## src/rtl/tt_alu_serial_pkg.sv

```systemverilog
// Shared encodings for the digit-serial ALU: operation select and FSM states.
package alu_pkg;

    localparam logic [1:0] ALU_ADD = 2'd0;
    localparam logic [1:0] ALU_SUB = 2'd1;
    localparam logic [1:0] ALU_AND = 2'd2;
    localparam logic [1:0] ALU_OR  = 2'd3;

    localparam logic [1:0] ST_IDLE = 2'd0;
    localparam logic [1:0] ST_RUN  = 2'd1;
    localparam logic [1:0] ST_DONE = 2'd2;

endpackage

```

## src/rtl/tt_alu_serial_if.sv

```systemverilog
// Operand/result handshake bundle between the IO wrapper and the serial ALU.
interface tt_alu_serial_if #(parameter int WIDTH = 8);

    logic             in_valid;
    logic             in_ready;
    logic [1:0]       op;
    logic             acc_sel;
    logic [WIDTH-1:0] a;
    logic [WIDTH-1:0] b;
    logic             out_valid;
    logic             out_ready;
    logic [WIDTH-1:0] result;
    logic             carry;
    logic             zero;

    modport master (
        output in_valid, op, acc_sel, a, b, out_ready,
        input  in_ready, out_valid, result, carry, zero
    );

    modport slave (
        input  in_valid, op, acc_sel, a, b, out_ready,
        output in_ready, out_valid, result, carry, zero
    );

endinterface

```

## src/rtl/tt_alu_serial_digit.sv

```systemverilog
// Combinational DIGIT-bit ALU slice; carry only propagates for ADD/SUB.
module alu_digit
    import alu_pkg::*;
#(
    parameter int DIGIT = 4
) (
    input  logic [DIGIT-1:0] a,
    input  logic [DIGIT-1:0] b,
    input  logic [1:0]       op,
    input  logic             cin,
    output logic [DIGIT-1:0] y,
    output logic             cout
);

    logic [DIGIT:0] sum;

    always_comb begin
        sum  = {1'b0, a} + {1'b0, b} + {{DIGIT{1'b0}}, cin};
        y    = sum[DIGIT-1:0];
        cout = sum[DIGIT];
        case (op)
            ALU_AND: begin
                y    = a & b;
                cout = 1'b0;
            end
            ALU_OR: begin
                y    = a | b;
                cout = 1'b0;
            end
            default: ;
        endcase
    end

endmodule

```

## src/rtl/tt_alu_serial.sv

```systemverilog
// Digit-serial ALU with accumulator: WIDTH/DIGIT cycles per operation,
// valid/ready on both sides, result and flags held until the next completion.
module tt_alu_serial
    import alu_pkg::*;
#(
    parameter int WIDTH = 8,
    parameter int DIGIT = 4
) (
    input  logic            clk,
    input  logic            rst,
    tt_alu_serial_if.slave  bus
);

    localparam int N     = WIDTH / DIGIT;
    localparam int CNT_W = (N > 1) ? $clog2(N) : 1;
    localparam logic [CNT_W-1:0] CNT_LAST = CNT_W'(N - 1);

    logic [1:0]       state;
    logic [CNT_W-1:0] cnt;
    logic [WIDTH-1:0] a_sh;
    logic [WIDTH-1:0] b_sh;
    logic [WIDTH-1:0] res_sh;
    logic [WIDTH-1:0] res_next;
    logic [1:0]       op_r;
    logic             cy;
    logic [WIDTH-1:0] acc;
    logic             out_valid_r;
    logic [WIDTH-1:0] result_r;
    logic             carry_r;
    logic             zero_r;
    logic [DIGIT-1:0] d_y;
    logic             d_cout;

    alu_digit #(.DIGIT(DIGIT)) u_digit (
        .a    (a_sh[DIGIT-1:0]),
        .b    (b_sh[DIGIT-1:0]),
        .op   (op_r),
        .cin  (cy),
        .y    (d_y),
        .cout (d_cout)
    );

    // New digit enters at the MSB end; also well-formed when DIGIT == WIDTH.
    assign res_next = WIDTH'({d_y, res_sh} >> DIGIT);

    assign bus.in_ready  = (state == ST_IDLE);
    assign bus.out_valid = out_valid_r;
    assign bus.result    = result_r;
    assign bus.carry     = carry_r;
    assign bus.zero      = zero_r;

    always_ff @(posedge clk) begin
        if (rst) begin
            state       <= ST_IDLE;
            cnt         <= '0;
            a_sh        <= '0;
            b_sh        <= '0;
            res_sh      <= '0;
            op_r        <= ALU_ADD;
            cy          <= 1'b0;
            acc         <= '0;
            out_valid_r <= 1'b0;
            result_r    <= '0;
            carry_r     <= 1'b0;
            zero_r      <= 1'b0;
        end else begin
            case (state)
                ST_IDLE: begin
                    if (bus.in_valid) begin
                        a_sh  <= bus.acc_sel ? acc : bus.a;
                        b_sh  <= (bus.op == ALU_SUB) ? ~bus.b : bus.b;
                        op_r  <= bus.op;
                        cy    <= (bus.op == ALU_SUB);
                        cnt   <= '0;
                        state <= ST_RUN;
                    end
                end
                ST_RUN: begin
                    a_sh   <= a_sh >> DIGIT;
                    b_sh   <= b_sh >> DIGIT;
                    res_sh <= res_next;
                    cy     <= (op_r == ALU_ADD || op_r == ALU_SUB) ? d_cout : 1'b0;
                    if (cnt == CNT_LAST) begin
                        state <= ST_DONE;
                    end else begin
                        cnt <= cnt + 1'b1;
                    end
                end
                ST_DONE: begin
                    // First DONE cycle publishes; afterwards wait for the consumer.
                    if (!out_valid_r) begin
                        result_r    <= res_sh;
                        carry_r     <= cy;
                        zero_r      <= (res_sh == '0);
                        acc         <= res_sh;
                        out_valid_r <= 1'b1;
                    end else if (bus.out_ready) begin
                        out_valid_r <= 1'b0;
                        state       <= ST_IDLE;
                    end
                end
                default: state <= ST_IDLE;
            endcase
        end
    end

endmodule

```

## src/flat_wrapper.sv

```systemverilog
// flat-port wrapper written by rule: the top's interface ports become plain ports
module tt_alu_serial_flat import alu_pkg::*;
#(
    parameter int WIDTH = 8,
    parameter int DIGIT = 4
)
  (clk, rst, bus_in_valid, bus_op, bus_acc_sel, bus_a, bus_b, bus_out_ready, bus_in_ready, bus_out_valid, bus_result, bus_carry, bus_zero);
  tt_alu_serial_if #(.WIDTH(WIDTH)) bus_i ();
  input  logic clk;
  input  logic rst;
  input wire logic [$bits(bus_i.in_valid)-1:0] bus_in_valid;
  input wire logic [$bits(bus_i.op)-1:0] bus_op;
  input wire logic [$bits(bus_i.acc_sel)-1:0] bus_acc_sel;
  input wire logic [$bits(bus_i.a)-1:0] bus_a;
  input wire logic [$bits(bus_i.b)-1:0] bus_b;
  input wire logic [$bits(bus_i.out_ready)-1:0] bus_out_ready;
  output wire logic [$bits(bus_i.in_ready)-1:0] bus_in_ready;
  output wire logic [$bits(bus_i.out_valid)-1:0] bus_out_valid;
  output wire logic [$bits(bus_i.result)-1:0] bus_result;
  output wire logic [$bits(bus_i.carry)-1:0] bus_carry;
  output wire logic [$bits(bus_i.zero)-1:0] bus_zero;
  assign bus_i.in_valid = bus_in_valid;
  assign bus_i.op = bus_op;
  assign bus_i.acc_sel = bus_acc_sel;
  assign bus_i.a = bus_a;
  assign bus_i.b = bus_b;
  assign bus_i.out_ready = bus_out_ready;
  assign bus_in_ready = bus_i.in_ready;
  assign bus_out_valid = bus_i.out_valid;
  assign bus_result = bus_i.result;
  assign bus_carry = bus_i.carry;
  assign bus_zero = bus_i.zero;
  tt_alu_serial #(.WIDTH(WIDTH), .DIGIT(DIGIT)) u_core (.clk(clk), .rst(rst), .bus(bus_i));
endmodule
```

## config.mk

```make
export PLATFORM = sky130hd
export DESIGN_NAME = tt_alu_serial_flat
export DESIGN_NICKNAME = d
export VERILOG_FILES = /design/src/rtl/tt_alu_serial_pkg.sv /design/src/rtl/tt_alu_serial_if.sv /design/src/rtl/tt_alu_serial_digit.sv /design/src/rtl/tt_alu_serial.sv /design/src/flat_wrapper.sv
export SDC_FILE = /design/constraint.sdc
export NUM_CORES = 1
export LEC_CHECK = 0
export ABC_AREA = 1
export CORE_MARGIN = 2
export CORE_UTILIZATION = 44
export DETAILED_ROUTE_END_ITERATION = 16
export MAX_ROUTING_LAYER = met4
export PLACE_DENSITY = 0.71
export SLEW_MARGIN = 20
export SYNTH_ARGS = -nofsm -noshare
export SYNTH_HDL_FRONTEND = slang
export SYNTH_SLANG_ARGS = --single-unit
```

## constraint.sdc

```tcl
create_clock -name clk -period 1.7 [get_ports clk]
set_input_delay 0.34 -clock clk [delete_from_list [all_inputs] [get_ports clk]]
set_output_delay 0.34 -clock clk [all_outputs]
set_load 0.01 [all_outputs]
```

==> impl_metrics.csv <==
group,metric,value,unit
status,status,"complete, no violations",
grt,grt-ovfl-total,0,
worst_setup_path,crit_path_max_incr_delay,520,ps
timing,fin_skew,4.381,ps
routing,ant_nets,0,
clocking,cts_hold_buf,0,
power,finalPower,2302,uW
power,power_density,870.5,nW/um2
worst_setup_path,rrSetupSlack,60,ps
yosys,postSynth.asyncResetShare,0,
worst_setup_path,endpoint_kind,"register",
timing,fin_crit_sh,0.9674,
power,p_int,1693,uW
clocking,cts.htree.levels,2,
routing,drc,0,
power,swShare,0.2645,
cells_and_area,final_common_cell,"nand2_1",
yosys,synth_compound_area_frac,0.2000,
clocking,clockBufferDepth,2,
clocking,clock-sinks,41,
yosys,synth-xor-area-share,0.01697,
grt,busiest_layer,"met2",
routing,vias,1925,
die,rows,24,
cells_and_area,final_area,2645,um2
routing,firstDrtPassIters,4,
yosys,ys_types,26,
cells_and_area,num-nets-final,360,
yosys,synth_edf_count,0,
cells_and_area,post-route-util,0.5952,
clocking,cts.root.buffer_cell,"clkbuf_8",
yosys,syn_nets,316,
grt,antenna_found_initial,0,
cells_and_area,diodes,0,
job,cap_violations,0,
die,die_w,72.50,um
grt,grt_pass1_vias,1834,
clocking,cts_buffers,5,
worst_setup_path,r2r_start,"u_core.a_sh[0]",
placed_design,io_buffers,34,
timing,worst_slew_pin_slew,401.3,ps
grt,grt_usage,0.1993,
yosys,synth_mux_area_frac,0,
power,seqPwrFrac,0.469,
grt,grt_pass1_wl,8.052,mm
placed_design,dp_hpwl,3.472,mm
timing,slew_violations,0,
cells_and_area,drive_above_1_share,0.1189,
worst_setup_path,worstPathCellList,"inv_2, fa_2, fa_2, nor2_1, nor2_1, a31oi_1",
die,core,4444,um2
yosys,yosys.area_share.adder,0.06788,
timing,rsz0062_at_grt,"yes",
die,io_pins,35,
clocking,clk_pin_slew,80,ps
power,ir_worst_vdd,0.4992,mV
cells_and_area,nFillCells,447,
worst_setup_path,critPathLaunch,"u_core.a_sh[0]",
worst_hold_path,min_delay_path_depth,2,
timing,setup_viol,0,
routing,drt_wl_total,4.742,mm
placed_design,routabilityCongestion,0.8229,
die,die_y,72.50,um
worst_setup_path,cp_max_fo,3,
clocking,clk_latency,290,ps
timing,hold_viol_final,0,
worst_setup_path,cpMaxStageDelayCell,"fa_2",
grt,use_met2,0.3303,
cells_and_area,area_growth,28.12,%
power,combPwrFrac,0.177,
yosys,synthFlopType,"dfxtp_1",
timing,period_minus_slack,1645,ps
power,p_switching,609.1,uW
worst_setup_path,worst-path-stages,6,
routing,routed_via_density,5.066,
grt,grt_max_degree,21,
worst_setup_path,rr_endpoint,"u_core.res_sh[5]",
die,start_util,0.4645,
grt,met1_usage,0.2565,
routing,wl_per_cell,12.48,um
yosys,synthCells,283,
worst_setup_path,crit_path_start_kind,"register",
worst_setup_path,critical_path.top_delay_family,"adder cells",
yosys,syn_area_per_cell,7.295,um2
worst_setup_path,worstPathRequired,1880,ps
die,die-area,5256,um2
worst_hold_path,hp-class,"register to register",
grt,grt_use_met3,0.03472,
yosys,ys_ff_latch,41,
power,total_leakage_power,0.001088,uW
cells_and_area,layout_common_cells,"nand2_1 (50), a21oi_1 (40), dfxtp_1 (37)",
routing,drt_iter0_markers,97,
power,clockPowerShare,0.354,
worst_setup_path,cp.arrival,1830,ps
clocking,cts_tree,"yes",
worst_setup_path,crit_type,"register to register",
yosys,yosys_warnings,0,
worst_setup_path,critPathBufInv,1,
yosys,synth-simple-area-share,0.2164,
yosys,synth_top_family_by_area,"simple AND/OR/NAND/NOR gates",
timing,fmax,608.1,MHz
yosys,seq_area_frac_synth,0.3976,
yosys,synth_area,2064,um2
worst_setup_path,endpoint,"u_core.res_sh[5]",
worst_setup_path,worst-r2r-cell-count,6,
placed_design,placed_area,2497,um2
timing,relSlewSlack,0.7321,
[worst min-delay path by stage]
stage	startpoint	to	slack, ps
4_1_cts	u_core.bus.carry	u_core.bus.carry	470
6_report	u_core.bus.carry	u_core.bus.carry	460
5_1_grt	u_core.a_sh[7]	u_core.a_sh[7]	480
2_1_floorplan	u_core.res_sh[0]	u_core.res_sh[0]	440
3_5_place_dp	u_core.bus.carry	u_core.bus.carry	460
3_3_place_gp	u_core.bus.carry	u_core.bus.carry	450
[state kept, by name, indices dropped and copies added, names as in the netlist]
| name | cells |
|---|---|
| u_core.res_sh | 8 |
| u_core.a_sh | 8 |
| u_core.acc | 8 |
| u_core.cy | 1 |
| u_core.b_sh | 8 |
| u_core.bus.carry | 1 |
| u_core.state | 2 |
| u_core.cnt | 1 |
| u_core.op_r | 2 |
| u_core.bus.out_valid | 1 |
| u_core.bus.zero | 1 |
[per-stage QoR]
stage | setup WS, ps | instances | hold WS [ps] | TNS [ps]
2_1_floorplan | 71.40 | 283 | 441.3 | 0
5_1_grt | -12.70 | 380 | 479.3 | -16.51
3_3_place_gp | 42.77 | 369 | 450.1 | 0
6_report | 55.48 | 380 | 462.7 | 0
4_1_cts | 3.279 | 377 | 465.4 | 0
3_5_place_dp | 13.92 | 369 | 455.3 | 0
[worst min-delay path, stage by stage, from the launching register on]
cell     delay [ps]
dfxtp_1         310
nand2_1          60
a21oi_1          50
[synthesized netlist by cell type (3+ instances only)]
master / count / area, um2
nand2_1: 50 / 187.7
dfxtp_1: 41 / 820.8
a21oi_1: 40 / 200.2
inv_1: 37 / 138.9
o21ai_0: 25 / 125.1
nand3_1: 21 / 105.1
nor2_1: 19 / 71.32
ha_1: 8 / 100.1
clkbuf_1: 6 / 22.52
buf_4: 4 / 30.03
nand3b_1: 4 / 30.03
xnor2_1: 4 / 35.03
a22oi_1: 3 / 22.52
[metal layers]
layer  up-vias  part of all wire
met1       875              0.48
met4         0            0.0044
met2        47              0.47
met5         -                 0
met3         2             0.044
li1       1001                 -
[kinds of logic (layout without fill, tap and decap cells)]
logic type,Yosys count,after routing
and+or+nand+nor,101,101
xor gates and xnor gates,4,4
adders and majority gates,10,10
AOI/OAI and AO/OA,76,76
buffers and inverters,51,96
DFF,41,41
[layout make-up]
class                   count  area [um2]  area share
clock buffers               7       86.33     0.03264
clock inverters             1       30.03     0.01135
inverters                  39       146.4     0.05535
multi-input cells         191        1040      0.3931
flip-flops and latches     41       825.8      0.3122
well taps                  52       65.06     0.02460
repair buffers             49       451.7      0.1708
[power groups by stage]
| stage | combinational (uW) | sequential, uW | clock, uW |
|---|---|---|---|
| global placement | 398 | 1100 | 0 |
| finish | 408 | 1080 | 815 |
| floorplan | 259 | 1080 | 0 |
| CTS | 402 | 1080 | 827 |
| detailed placement | 401 | 1100 | 0 |
| global route | 463 | 1090 | 860 |
[timing repair]
action | CTS | global route
cloned | 0 | 0
endpoints found under the hold margin | 0 | 0
gates resized for setup | 3 | 5
pin swaps | 0 | 3
endpoints found under the setup margin | 3 | 3
buffers inserted | 0 | 3
No activity file was read; power rests on OpenSTA's default activity.
